--- src/rtl/lmc_ram_ctrl.sv ---
// LMC main memory: DEPTH signed words, boot-image loader, req/ack access port,
// registered read data and address range checking. Boot image is a packed parameter.
module lmc_ram_ctrl #(
  parameter int unsigned DEPTH  = 100,
  parameter int unsigned DATA_W = 11,
  parameter int unsigned ADDR_W = 7,
  parameter logic [DEPTH*DATA_W-1:0] INIT_IMAGE = '0
) (
  input  logic              clk,
  input  logic              reset,
  input  logic              req,
  input  logic              we,
  input  logic [ADDR_W-1:0] addr,
  input  logic [DATA_W-1:0] wdata,
  input  logic              reload,
  output logic [DATA_W-1:0] rdata,
  output logic              ack,
  output logic              err,
  output logic              busy
);

  localparam logic [0:0] ST_INIT = 1'b0;
  localparam logic [0:0] ST_IDLE = 1'b1;

  localparam logic [1:0] RD_HOLD  = 2'd0;
  localparam logic [1:0] RD_MEM   = 2'd1;
  localparam logic [1:0] RD_WDATA = 2'd2;
  localparam logic [1:0] RD_ZERO  = 2'd3;

  localparam logic [ADDR_W-1:0] LAST_PTR  = ADDR_W'(DEPTH - 1);
  localparam logic [ADDR_W:0]   DEPTH_EXT = (ADDR_W+1)'(DEPTH);

  logic [DATA_W-1:0] rom [DEPTH];
  logic [DATA_W-1:0] mem [DEPTH];

  logic [0:0]        state, state_nxt;
  logic [ADDR_W-1:0] ptr, ptr_nxt;
  logic              ack_nxt, err_nxt, busy_nxt;
  logic [1:0]        rd_sel_c;
  logic              in_range_c;
  logic              mem_we_c;
  logic [ADDR_W-1:0] mem_addr_c;
  logic [DATA_W-1:0] mem_wdata_c;

  // Unpack the boot image into one word per entry
  for (genvar i = 0; i < int'(DEPTH); i++) begin : g_rom
    assign rom[i] = INIT_IMAGE[i*DATA_W +: DATA_W];
  end

  // Unsigned compare with one spare bit so DEPTH == 2**ADDR_W also works
  assign in_range_c = ({1'b0, addr} < DEPTH_EXT);

  // Next-state, RAM write port and output selection
  always_comb begin
    state_nxt   = state;
    ptr_nxt     = ptr;
    mem_we_c    = 1'b0;
    mem_addr_c  = ptr;
    mem_wdata_c = rom[ptr];
    ack_nxt     = 1'b0;
    err_nxt     = 1'b0;
    rd_sel_c    = RD_HOLD;
    case (state)
      ST_INIT: begin
        mem_we_c = 1'b1;
        if (ptr == LAST_PTR) begin
          state_nxt = ST_IDLE;
          ptr_nxt   = '0;
        end else begin
          ptr_nxt = ptr + ADDR_W'(1);
        end
      end
      default: begin
        if (req) begin
          ack_nxt = 1'b1;
          if (!in_range_c) begin
            err_nxt  = 1'b1;
            rd_sel_c = RD_ZERO;
          end else if (we) begin
            mem_we_c    = 1'b1;
            mem_addr_c  = addr;
            mem_wdata_c = wdata;
            rd_sel_c    = RD_WDATA;
          end else begin
            rd_sel_c = RD_MEM;
          end
        end
        // A same-cycle access is still served; the loader takes over next cycle
        if (reload) begin
          state_nxt = ST_INIT;
          ptr_nxt   = '0;
        end
      end
    endcase
    busy_nxt = (state_nxt == ST_INIT);
  end

  // State and registered outputs
  always_ff @(posedge clk) begin
    if (reset) begin
      state <= ST_INIT;
      ptr   <= '0;
      busy  <= 1'b1;
      ack   <= 1'b0;
      err   <= 1'b0;
      rdata <= '0;
    end else begin
      state <= state_nxt;
      ptr   <= ptr_nxt;
      busy  <= busy_nxt;
      ack   <= ack_nxt;
      err   <= err_nxt;
      case (rd_sel_c)
        RD_MEM:   rdata <= mem[addr];
        RD_WDATA: rdata <= wdata;
        RD_ZERO:  rdata <= '0;
        default:  rdata <= rdata;
      endcase
    end
  end

  // Storage array, single write port
  always_ff @(posedge clk) begin
    if (mem_we_c && !reset) begin
      mem[mem_addr_c] <= mem_wdata_c;
    end
  end

endmodule

--- config.mk ---
export PLATFORM = sky130hd
export DESIGN_NAME = lmc_ram_ctrl
export DESIGN_NICKNAME = d
export VERILOG_FILES = /design/src/rtl/lmc_ram_ctrl.sv
export SDC_FILE = /design/constraint.sdc
export NUM_CORES = 1
export LEC_CHECK = 0
export BUFFER_PORTS_ARGS = -buffer_cell sky130_fd_sc_hd__buf_4
export CAP_MARGIN = 20
export CORE_ASPECT_RATIO = 0.8
export CORE_UTILIZATION = 63
export DETAILED_ROUTE_END_ITERATION = 8
export PLACE_DENSITY_LB_ADDON = 0.08
export SETUP_SLACK_MARGIN = 0.05
export SLEW_MARGIN = 30
export SYNTH_ARGS = -nofsm -noshare
export SYNTH_HDL_FRONTEND = slang
export SYNTH_SLANG_ARGS = --single-unit
--- constraint.sdc ---
create_clock -name clk -period 4.82 [get_ports clk]
set_input_delay 0.482 -clock clk [delete_from_list [all_inputs] [get_ports clk]]
set_output_delay 0.482 -clock clk [all_outputs]
set_load 0.005 [all_outputs]
==> metrics list <==
- Outcome: completed
* Largest clock skew in the final design: 28.1 ps
- After clock tree synthesis, the repair step resized 0 gates.
- In this run the cell area measured after placement is 45800 sq um.
- Psw: 3960 uW
* Vias: 22.6k
* Buffer levels on the longest clock path: 3
- OpenSTA, run right after detailed placement, puts the worst setup slack at 978 ps.
* Starting density of the core: 0.637
* Overall die width: 297 microns
* Tightest hold margin: 170 ps
- Ant. Diodes: 0
* Number of detailed-routing iterations run before antenna repair: 7
* Final cell utilization of the core: 0.713
* Final net count: 2335
- Across every metal layer, demand over resource in global routing totals 0.311.
- Of the total power, the share spent switching nets is 0.206.
* Area share of the largest cell type after synthesis: 0.752
- The first routing iteration left 3126 violations.
- Synthesis handed over a netlist of 2168 instances.
* Number of buffers inserted to repair setup after CTS: 0
- FFs w/ async S/R, synth: 0
- Normalized max-slew margin: 0.330
- Final period util: 0.697
- After routing the design area is 49200 sq um.
* Ys Warns: 0
- The share of the Yosys chip area taken by registers is 0.762.
- TritonCTS built the clock tree.
- Leading cell types in the layout, fill and taps excluded: 1100 x edfxtp_1, 204 x mux4_2, 158 x buf_4
- In the post-route analysis, the smallest setup slack over all paths is 1460 ps.
- Synthesis inferred 1122 register bits.
- The share of total power dissipated in combinational logic is 0.036.
- The layout has 4085 filler cells.
* Crit path arrival time: 3640 ps
- After detailed routing, the average wire length per cell comes to 32.4 microns.
- Number of buffer cells added on primary ports: 36
* Overall die height: 238 microns
* Avg Vias per Cell: 6.81
- The floorplan has 86 rows.
* Number of global-route vias before repair: 22.3k
* Average cell area after synthesis: 20.3 sq um
- The synthesized design contains 1100 enable-type register cells.
- The initial antenna violation count came to 4.
* Maximum number of pins on one net before global-route repair: 115
- Fraction of layout instances using a drive strength above 1: 0.255
* Number of max-capacitance violations reported: 0
* Final GP Congestion: 0.961
- Maximum VDD drop: 0.305 mV
* Total leakage power: 0.0146 uW
- Largest area contributor in the synthesized netlist: edfxtp_1
- H-tree lvl count: 3
- Number of nets in the synthesized netlist: 2192
* Drt total wl: 108000 microns
- Fin. max-slew vios: 0
- Post-DRT Antenna Nets: 0
* Most used flip-flop cell after synthesis: edfxtp_1
- Wire length of the first global-routing pass: 156000 microns
- The total count of hold-check failures in the final report was 0.
- Leading cell type in the layout, fill and taps excluded: edfxtp_1
* Root Buffer: clkbuf_16
- Kind of capture point of the worst setup path: register
* Clk sinks: 1122
- DP Wirelength: 66200 microns
* Setup tns final: 0 ps
- DR DRC count: 0
- Part of the total power dissipated in sequential elements: 0.549
- DIE AREA: 70800 sq um
- 37 I/O pins were placed.
- Summed instance area of the synthesized netlist: 43900 sq um
* Req. time, crit path: 5100 ps
* Clk Latency, worst-skew pair: 680 ps
- Total of hold buffers inserted after clock tree synthesis: 0
- Counting I/O delays and the setup requirement, the final critical path takes 3360 ps.
* Area Overhead vs Synth: 12.0%
* Type of origin of the critical path: register
- The region available for standard cell placement spans 69000 sq um.
- For the pin with the worst max-slew slack, the measured transition is 1000 ps.
* Setup repair after global routing missed its margin: no
- Ranked by total cell area, the synthesized netlist is headed by edfxtp_1 75%, mux4_2 10%, mux2i_1 2.7%, mux2_2 1.2%, nor2_1 1.0%.
- Clock-pin slew was measured on the worst setup and hold paths at 70 ps.
- Internal power comes to 15300 uW.
* Category of the critical setup timing path: reg2reg
- After global routing the overflow that remains totals 0.
- The tightest min-delay check is of the in2reg type.
* Endpoints failing setup: 0
* Number of library cell types mapped by synthesis: 56
- Dividing total power by cell area gives a power density of 392 nW/um^2.
- Relative contribution of the clock network to total power: 0.415
- Based on the critical path, the design can be clocked at up to 297 MHz.
* Crit-path max FO: 11
- Buffers inserted during clock tree synthesis total 102.
## cells in the mapped netlist (10+ instances only)
master and n:
clkbuf_1 57, nor2_1 122, a221oi_1 25, a22o_1 24, buf_2 27, a221o_1 10, dfxtp_1 22, nand2_1 52
and3_1 14, nor3_1 12, edfxtp_1 1100, mux4_2 204, a31oi_1 22, nand2b_1 19, o221ai_1 44, a21oi_1 18
mux2i_1 118, nor2b_1 14, nand3_1 17, mux2_2 47, a211o_1 27, o21ai_0 10, a22oi_1 18, buf_6 19
buf_4 20
## registers in the layout (all words and copies together) (netlist names)
| register | count |
|---|---|
| ack | 1 |
| busy | 1 |
| err | 1 |
| mem | 1100 |
| ptr | 7 |
| rdata | 11 |
| state | 1 |
## stage by stage
step	cells	total power, uW
after global routing	3321	19700
after global placement	3128	11500
after floorplan	2168	11200
final	3321	19300
after detailed placement	3129	11500
after CTS	3319	19300
## kinds of logic after synthesis
family                   after synthesis  share of synthesized area
flip-flops                          1122                      0.762
AND/OR/NAND/NOR                      284                     0.0305
multiplexers                         369                      0.143
AO/OA/AOI/OAI                        249                     0.0455
buffers and inverters                143                     0.0185
adder cells (fa/ha/maj)                1                   0.000285
## per-layer routing
layer  routed length, microns  up-vias  share of wire  global-route usage
met5                        6        -       0.000056                   0
met1                    43000    11800           0.40               0.465
met3                    11700      186           0.11              0.0690
li1                         -     9343              -                   -
met4                     2910        2          0.027              0.0892
met2                    50100     1320           0.47               0.468
## worst max-delay path: stages, from the launching register on
cell and delay [ps]:
dfxtp_1 430, and3_1 350, nand2_1 340, a31oi_1 280, nand2b_1 480, buf_12 300, nor2_1 780
## area by class of cell
| cell class | count | area (sq um) | area share |
|---|---|---|---|
| clock buffer | 124 | 2660 | 0.0540 |
| clock inverter | 66 | 631 | 0.0128 |
| inverter | 10 | 37.5 | 0.000763 |
| multi-input combinational | 903 | 9780 | 0.199 |
| sequential | 1122 | 33500 | 0.680 |
| tap | 924 | 1160 | 0.0235 |
| timing repair buffer | 172 | 1460 | 0.0296 |
## path summary, 6_finish.rpt
kind         startpoint    endpoint  slack, ps  cells after the start
max reg2reg       state  mem[56][2]       1460                      6
min              reload      ptr[1]        170                      3
max               state  mem[56][2]       1460                      6
min reg2reg    rdata[0]    rdata[0]        560                      2
## power groups by stage
stage	clock network (uW)	registers [uW]	logic, uW
2_1_floorplan	0	10800	453
3_3_place_gp	0	10800	671
3_5_place_dp	0	10800	677
4_1_cts	8080	10600	680
5_1_grt	8460	10600	714
6_report	8000	10600	690
Power figures use the tool's default switching activity.
